$ cat config.mk
export PLATFORM = sky130hd
export DESIGN_NAME = dtm_dmi_initiator_flat
export DESIGN_NICKNAME = d
export VERILOG_FILES = /design/src/rtl/dtm_dmi_initiator_if.sv /design/src/rtl/dtm_dmi_initiator.sv /design/src/flat_wrapper.sv
export SDC_FILE = /design/constraint.sdc
export NUM_CORES = 1
export LEC_CHECK = 0
export CORE_MARGIN = 4
export CORE_UTILIZATION = 41
export DETAILED_ROUTE_END_ITERATION = 8
export GPL_TIMING_DRIVEN = 1
export PLACE_DENSITY = 0.8
export SYNTH_ARGS = -nofsm -noshare
export SYNTH_HDL_FRONTEND = slang
export SYNTH_SLANG_ARGS = --single-unit
$ cat constraint.sdc
create_clock -name clk_i -period 3.78 [get_ports clk_i]
set_clock_uncertainty 0.2 [all_clocks]
set_input_delay 0.756 -clock clk_i [delete_from_list [all_inputs] [get_ports clk_i]]
set_output_delay 0.756 -clock clk_i [all_outputs]
set_load 0.02 [all_outputs]
$ cat src/rtl/dtm_dmi_initiator_if.sv
// DMI request/response channel between the DTM initiator (master) and the debug module (slave).
// Signal names keep their direction suffixes as seen from the initiator.
interface dtm_dmi_initiator_if;
    logic        dmi_req_valid_o;
    logic        dmi_req_ready_i;
    logic [40:0] dmi_req_o;
    logic        dmi_resp_valid_i;
    logic        dmi_resp_ready_o;
    logic [33:0] dmi_resp_i;

    modport master (
        output dmi_req_valid_o,
        input  dmi_req_ready_i,
        output dmi_req_o,
        input  dmi_resp_valid_i,
        output dmi_resp_ready_o,
        input  dmi_resp_i
    );

    modport slave (
        input  dmi_req_valid_o,
        output dmi_req_ready_i,
        input  dmi_req_o,
        output dmi_resp_valid_i,
        input  dmi_resp_ready_o,
        output dmi_resp_i
    );
endinterface

$ cat src/rtl/dtm_dmi_initiator.sv
// JTAG DTM to DMI initiator: turns scanned words into DMI transactions with a sticky status.
// Optional request timeout is enabled by defining DTM_DMI_TIMEOUT_EN.
module dtm_dmi_initiator #(
    parameter int unsigned TimeoutCycles = 255
) (
    input  logic                       clk_i,
    input  logic                       rst_i,
    input  logic                       update_i,
    input  logic [1:0]                 scan_op_i,
    input  logic [6:0]                 scan_addr_i,
    input  logic [31:0]                scan_data_i,
    input  logic                       dmireset_i,
    dtm_dmi_initiator_if.master        dmi,
    output logic [31:0]                capture_data_o,
    output logic [1:0]                 capture_op_o,
    output logic                       busy_o
);

    typedef enum logic [1:0] {
        ST_IDLE,
        ST_REQ,
        ST_WAIT
    } state_e;

    typedef struct packed {
        logic [6:0]  addr;
        logic [1:0]  op;
        logic [31:0] data;
    } dmi_req_t;

    typedef struct packed {
        logic [31:0] data;
        logic [1:0]  resp;
    } dmi_resp_t;

    localparam logic [1:0] OpRead   = 2'd1;
    localparam logic [1:0] OpWrite  = 2'd2;
    localparam logic [1:0] StFailed = 2'd2;
    localparam logic [1:0] StBusy   = 2'd3;

    if (TimeoutCycles == 0 || TimeoutCycles > 65535) begin : g_param_check
        $error("TimeoutCycles must be in 1..65535");
    end

    state_e    r_state;
    state_e    w_state_next;
    dmi_req_t  r_req;
    logic [31:0] r_capture_data;
    logic [1:0]  r_sticky;
    logic [1:0]  w_sticky_next;
    logic [1:0]  w_set_val;
    dmi_resp_t w_resp;
    logic      w_update_go;
    logic      w_req_hs;
    logic      w_resp_hs;
    logic      w_busy_set;
    logic      w_err_set;
    logic      w_timeout;

    assign w_resp      = dmi.dmi_resp_i;
    assign w_req_hs    = (r_state == ST_REQ)  && dmi.dmi_req_ready_i;
    assign w_resp_hs   = (r_state == ST_WAIT) && dmi.dmi_resp_valid_i;
    assign w_update_go = (r_state == ST_IDLE) && update_i && (r_sticky == 2'd0)
                         && ((scan_op_i == OpRead) || (scan_op_i == OpWrite));
    assign w_busy_set  = update_i && (r_state != ST_IDLE);
    assign w_err_set   = w_resp_hs && (w_resp.resp != 2'd0);

`ifdef DTM_DMI_TIMEOUT_EN
    localparam logic [15:0] LastCnt = 16'(TimeoutCycles - 1);

    logic [15:0] r_cnt;

    // Counter restarts as REQ is entered; a handshake in the last allowed cycle beats the timeout.
    always_ff @(posedge clk_i or posedge rst_i) begin
        if (rst_i) begin
            r_cnt <= 16'd0;
        end else if (w_update_go) begin
            r_cnt <= 16'd0;
        end else if (r_state != ST_IDLE) begin
            r_cnt <= r_cnt + 16'd1;
        end
    end

    assign w_timeout = (r_state != ST_IDLE) && (r_cnt >= LastCnt) && !w_req_hs && !w_resp_hs;
`else
    assign w_timeout = 1'b0;
`endif

    // NOTE: state registers use non-blocking assignments so every flop samples pre-edge values.
    always_ff @(posedge clk_i or posedge rst_i) begin
        if (rst_i) begin
            r_state <= ST_IDLE;
        end else begin
            r_state <= w_state_next;
        end
    end

    // NOTE: every output of this block gets a default first, so no path can infer a latch.
    always_comb begin
        w_state_next         = r_state;
        dmi.dmi_req_valid_o  = 1'b0;
        dmi.dmi_resp_ready_o = 1'b0;
        busy_o               = 1'b1;
        case (r_state)
            ST_IDLE: begin
                busy_o = 1'b0;
                if (w_update_go) w_state_next = ST_REQ;
            end
            ST_REQ: begin
                dmi.dmi_req_valid_o = 1'b1;
                if (w_req_hs)       w_state_next = ST_WAIT;
                else if (w_timeout) w_state_next = ST_IDLE;
            end
            ST_WAIT: begin
                dmi.dmi_resp_ready_o = 1'b1;
                if (w_resp_hs || w_timeout) w_state_next = ST_IDLE;
            end
            default: begin
                w_state_next = ST_IDLE;
            end
        endcase
    end

    // A set event beats a simultaneous dmireset; otherwise the first nonzero status sticks.
    always_comb begin
        w_set_val = 2'd0;
        if (w_err_set || w_timeout) w_set_val = StFailed;
        else if (w_busy_set)        w_set_val = StBusy;

        w_sticky_next = r_sticky;
        if (dmireset_i) w_sticky_next = 2'd0;
        if ((w_set_val != 2'd0) && ((r_sticky == 2'd0) || dmireset_i)) begin
            w_sticky_next = w_set_val;
        end
    end

    always_ff @(posedge clk_i or posedge rst_i) begin
        if (rst_i) begin
            r_sticky       <= 2'd0;
            r_req          <= '0;
            r_capture_data <= 32'd0;
        end else begin
            r_sticky <= w_sticky_next;
            if (w_update_go) begin
                r_req.addr <= scan_addr_i;
                r_req.op   <= scan_op_i;
                r_req.data <= (scan_op_i == OpRead) ? 32'd0 : scan_data_i;
            end
            if (w_resp_hs && (r_req.op == OpRead)) begin
                r_capture_data <= w_resp.data;
            end
        end
    end

    assign dmi.dmi_req_o  = r_req;
    assign capture_data_o = r_capture_data;
    assign capture_op_o   = r_sticky;

endmodule

$ cat src/flat_wrapper.sv
// flat-port wrapper written by rule: the top's interface ports become plain ports
module dtm_dmi_initiator_flat 
#(
    parameter int unsigned TimeoutCycles = 255
)
  (clk_i, rst_i, update_i, scan_op_i, scan_addr_i, scan_data_i, dmireset_i, capture_data_o, capture_op_o, busy_o, dmi_dmi_req_valid_o, dmi_dmi_req_ready_i, dmi_dmi_req_o, dmi_dmi_resp_valid_i, dmi_dmi_resp_ready_o, dmi_dmi_resp_i);
  dtm_dmi_initiator_if dmi_i ();
  input  logic clk_i;
  input  logic rst_i;
  input  logic update_i;
  input  logic [1:0] scan_op_i;
  input  logic [6:0] scan_addr_i;
  input  logic [31:0] scan_data_i;
  input  logic dmireset_i;
  output logic [31:0] capture_data_o;
  output logic [1:0] capture_op_o;
  output logic busy_o;
  output wire logic [$bits(dmi_i.dmi_req_valid_o)-1:0] dmi_dmi_req_valid_o;
  input wire logic [$bits(dmi_i.dmi_req_ready_i)-1:0] dmi_dmi_req_ready_i;
  output wire logic [$bits(dmi_i.dmi_req_o)-1:0] dmi_dmi_req_o;
  input wire logic [$bits(dmi_i.dmi_resp_valid_i)-1:0] dmi_dmi_resp_valid_i;
  output wire logic [$bits(dmi_i.dmi_resp_ready_o)-1:0] dmi_dmi_resp_ready_o;
  input wire logic [$bits(dmi_i.dmi_resp_i)-1:0] dmi_dmi_resp_i;
  assign dmi_dmi_req_valid_o = dmi_i.dmi_req_valid_o;
  assign dmi_i.dmi_req_ready_i = dmi_dmi_req_ready_i;
  assign dmi_dmi_req_o = dmi_i.dmi_req_o;
  assign dmi_i.dmi_resp_valid_i = dmi_dmi_resp_valid_i;
  assign dmi_dmi_resp_ready_o = dmi_i.dmi_resp_ready_o;
  assign dmi_i.dmi_resp_i = dmi_dmi_resp_i;
  dtm_dmi_initiator #(.TimeoutCycles(TimeoutCycles)) u_core (.clk_i(clk_i), .rst_i(rst_i), .update_i(update_i), .scan_op_i(scan_op_i), .scan_addr_i(scan_addr_i), .scan_data_i(scan_data_i), .dmireset_i(dmireset_i), .dmi(dmi_i), .capture_data_o(capture_data_o), .capture_op_o(capture_op_o), .busy_o(busy_o));
endmodule
# --- After elaboration in Yosys (flattened, before gate mapping) ---
# Index checks and enable logic that the tools add are counted.
# W data, S select, Z words.
word_totals:
  regBits: 77
  latchBits: 0
  mem_bits_rw: 0
  mem_bits_ro: 0
  inputBits: 81
  out_inout_bits: 78
  elab_cells: 44
  n_memories: 0
classes:
  n_addsub: 0
  multipliers: 0
  n_div: 0
  magnitude_cmp: 0
  n_eq_ne: 8
  n_shift: 0
  muxes: 12
  n_bitwise: 0
  n_reduce_logical: 18
op_table:
  columns: ["op", "count"]
  rows:
  - ["$mux W32", 1]
  - ["$mux W2", 7]
  - ["$logic_and A1 B1 Y1", 9]
  - ["$reduce_bool A2 Y1", 4]
  - ["$eq A2 B1 Y1 const B", 3]
  - ["$ne A2 B1 Y1 const B", 3]
  - ["$pmux W2 S3", 1]
  - ["$eq A2 B2 Y1 const B", 2]
  - ["$logic_not A2 Y1", 2]
  - ["$mux W1", 3]
  - ["$reduce_and A3 Y1", 1]
  - ["$logic_or A1 B1 Y1", 2]

# --- Longest topological paths before layout ---
logic_depth:
  ltp_word: 7
  ltp_mapped: 6
  mapped_depth_nobuf: 5

# --- Worst setup path after synthesis ---
# No wires, ideal clock.
synth_timing:
  path_type: "input to register"
  from: "in scan_op_i[1]"
  to: "reg u_core.r_req, in the netlist u_core.dmi.dmi_req_o[10]"
  setup_time_ns: 0.125
  t_arrival_ns: 1.888
  t_required_ns: 3.455
  path_slack_ns: 1.567
  path_stages: 6
  n_path_buf: 1
  path_cell_list: "inv_1 ha_1 nor4_2 nand3b_2 buf_6 mux2_4"
synth_via:
  elab_chain_len: 3
  word_cells_on_any_way: 5
  cone_classes: "eq/ne: 2; mux: 1; reduce/logical: 2"
synth_rtl:
  columns: ["element", "line_no", "source"]
  rows:
  - ["start: declaration", "flat_wrapper.sv:11", "input logic [1:0] scan_op_i;"]
  - ["$eq A2 B1 Y1 or $eq A2 B2 Y1 (tied branches)", "dtm_dmi_initiator.sv:64, dtm_dmi_initiator.sv:147", null]
  - ["$logic_or A1 B1 Y1", "dtm_dmi_initiator.sv:64", "&& ((scan_op_i == OpRead) || (scan_op_i == OpWrite));"]
  - ["$logic_and A1 B1 Y1", "dtm_dmi_initiator.sv:64", null]
  - ["end: declaration", "dtm_dmi_initiator.sv:47", "dmi_req_t r_req;"]
# Parallel ways exist; a longest one is shown, timed or not.
# A chain may end at the register's enable or synchronous reset.

# --- Worst setup path in the final report ---
layout_timing:
  from: "in scan_op_i[1]"
  to: "reg u_core.r_req, in the netlist u_core.dmi.dmi_req_o[38]"
layout_via:
  elab_chain_len: 3
  word_cells_on_any_way: 4
  cone_classes: "eq/ne: 2; reduce/logical: 2"
layout_rtl:
  columns: ["element", "line_no"]
  rows:
  - ["$eq A2 B1 Y1 or $eq A2 B2 Y1 (tied branches)", "dtm_dmi_initiator.sv:64"]
  - ["$logic_or A1 B1 Y1 *", "dtm_dmi_initiator.sv:64"]
  - ["$logic_and A1 B1 Y1 *", "dtm_dmi_initiator.sv:64"]
# Every way passes the cells marked *; elsewhere a longest branch is shown, timed or not.

==> impl_metrics.ini <==
[status]
outcome = finished, final reports clean

[critical_path]
start_kind = primary input
critical-path-top-delay-family = buffers and inverters
crit_cells = 7
cp_max_fo = 16
cp_slowest_cell = clkdlybuf4s50_1
cp_cell_sequence = clkdlybuf4s50_1, inv_1, ha_1, nor4_2, nand3b_4, buf_4, mux2_4
slowest_delay_ns = 0.48
critPathKind = primary input to flip-flop
r2r_cells = 4
cp.arrival_ns = 2.81
critPathCaptureType = flip-flop
required_ns = 3.79
worst-path-buf-inv = 3

[placed_design]
dp_hpwl_um = 6040
placedCellCount = 468
portBuffers = 158
place_congestion = 0.804

[power_and_ir_drop]
irDropWorstVdd_v = 0.000372
power.share.clock_pct = 16.4
net-switching-power_mw = 1.39
p_comb_share_pct = 49.8
leakage_nw = 2.42
p_seq_share_pct = 33.8
power_density_nw_per_um2 = 802
power.total_mw = 4.20
p_int_mw = 2.81
swShare_pct = 33.2

[clock_network]
cts_sinks = 77
ctsResizeCount = 0
ctsHoldBuffers = 0
cts_made_buffers = 9
cts_tree = done
cts_root_buf = clkbuf_8
cts.htree.levels = 3
clk_pin_slew_ns = 0.08
cts.path.max_buffers = 2
clk_latency_ns = 0.33
post_cts_buffers = 0

[yosys]
netlist_area_um2 = 3340
yosysSeqAreaShare_pct = 57.8
synth_nets = 294
ys_warn_count = 0
syn_avg_cell_area_um2 = 15.7
syn_inst = 212
synth.distinct_cells = 21
synth-seq-cells = 77

[timing]
slew_violations = 0
fin_crit_ns = 2.80
rsz0062_at_grt = no
setup-tns-final_ns = 0
tightest_slew_ns = 0.475
finalHoldViolations = 0
setup_viol = 0
clock.fmax_ghz = 0.357
slew_headroom_pct = 68.3
finalCritPeriodShare_pct = 74.0

[worst_hold_path]
hold-path-cell-count = 1
hold_class = flip-flop to flip-flop

[die]
start_util_pct = 42.7
core-area_um2 = 7810
placement_rows = 32
die_area_um2 = 9640
die_x_um = 98.2
ios = 159
die_h_um = 98.2

[routing]
ant_nets = 0
vias_per_cell = 4.65
remaining_drc_errors = 0
dr_total_vias = 2252
detail_route.wl_per_cell_um = 16.2
first_iter_violations = 65
drtPass1Iterations = 4
wl_um = 7850

[cells_and_area]
mostFrequentLayoutCells = clkdlybuf4s50_1, dfrtp_1, mux2_4, nor2b_1, mux2_2
final_core_util_pct = 67.1
area_delta_synth_final_pct = 57.1
nNetsFinal = 459
n_fill_cell = 606
num_antenna_cells = 0
final_common_cell = clkdlybuf4s50_1
drive_above_1_share_pct = 25.9
instances_no_fill = 484

[job]
maxCapViolCount = 0

[global_routing]
grt_usage_pct = 16.5
grt-ovfl-total = 0
antenna_found_initial = 0
grt_start_max_net_pins = 33
grt_pass1_wl_um = 12700
grt_pass1_vias = 2437
-- state kept, by name (all words and copies together), names as in the netlist --
signal,flops
u_core.dmi.dmi_req_o,41
u_core.r_state,2
u_core.capture_op_o,2
u_core.capture_data_o,32
-- logic make-up after synthesis --
group           Yosys count  share of synthesized area, %
flops                    77                          57.8
mux                      73                          29.0
simple gates             41                          8.29
buf+inv                  14                          3.15
compound gates            6                          1.39
fa+ha+maj                 1                         0.375
-- worst reg2reg max path: cells and delay by family (launching register included) --
kind	cells	cell delay, ns
buffers and inverters	1	0.34
and+or+nand+nor	2	0.73
muxes	1	0.32
DFF	1	0.42
-- power groups by stage --
stage               combinational (mW)  sequential, mW  clock (mW)
global route                      2.20            1.48       0.753
detailed placement                2.12            1.43           0
finish                            2.09            1.42       0.688
floorplan                        0.705            1.85           0
global placement                  2.08            1.42           0
CTS                               2.12            1.42       0.709
-- final cells by class --
class	instances	area [um^2]	share of cell area [%]
clock inverter	4	70.1	1.34
timing repair buffer	164	1630	31.0
inverter	4	16.3	0.310
multi-input combinational	121	1320	25.2
clock buffer	12	155	2.96
sequential	77	1930	36.8
tap	102	128	2.43
-- synthesized netlist by cell type --
library cell  instances  area [um^2]
a21boi_0              1         7.51
buf_6                 7         78.8
a41o_1                1         10.0
or2b_1                1         7.51
nor2b_1              34          213
o21ai_0               1         5.00
nor3b_2               1         12.5
clkbuf_1              3         11.3
mux2_2               34          383
dfrtp_1              77         1930
nor4_2                1         12.5
nand3b_1              1         7.51
mux2_4               39          586
nand2b_1              1         6.26
nand3b_2              1         11.3
o21bai_1              1         7.51
a22o_1                1         8.76
a22oi_1               1         7.51
inv_1                 4         15.0
or2_2                 1         6.26
ha_1                  1         12.5
-- per-layer routing --
layer  part of all wire [%]  global-route usage [%]
met5                      0                       0
met4                   0.76                    4.41
met3                    8.0                    5.36
met2                     48                    28.1
met1                     43                    20.4
-- per-stage QoR --
step                      hold slack, ns  setup slack [ns]  instance area, um^2
after global routing               0.323             0.879                 5240
final                              0.307             0.981                 5240
after CTS                          0.313             0.991                 5240
after global placement             0.287             0.686                 5020
after floorplan                    0.392             0.857                 3340
after detailed placement           0.295             0.635                 5020
-- final timing paths --
path | slack, ns | from | to
setup / recovery | 0.98 | scan_op_i[1] | u_core.dmi.dmi_req_o[38]$_DFFE_PP0P_
min in group asynchronous | 0.55 | rst_i | u_core.dmi.dmi_req_o[32]$_DFFE_PP0P_
hold / removal | 0.31 | u_core.capture_data_o[8]$_DFFE_PP0P_ | u_core.capture_data_o[8]$_DFFE_PP0P_
max in group asynchronous | 2.13 | rst_i | u_core.capture_data_o[17]$_DFFE_PP0P_
setup reg to reg | 1.66 | u_core.r_state[0]$_DFFE_PP0P_ | u_core.dmi.dmi_req_o[38]$_DFFE_PP0P_
hold reg to reg | 0.31 | u_core.capture_data_o[8]$_DFFE_PP0P_ | u_core.capture_data_o[8]$_DFFE_PP0P_
No activity file was read; power rests on OpenSTA's default activity.
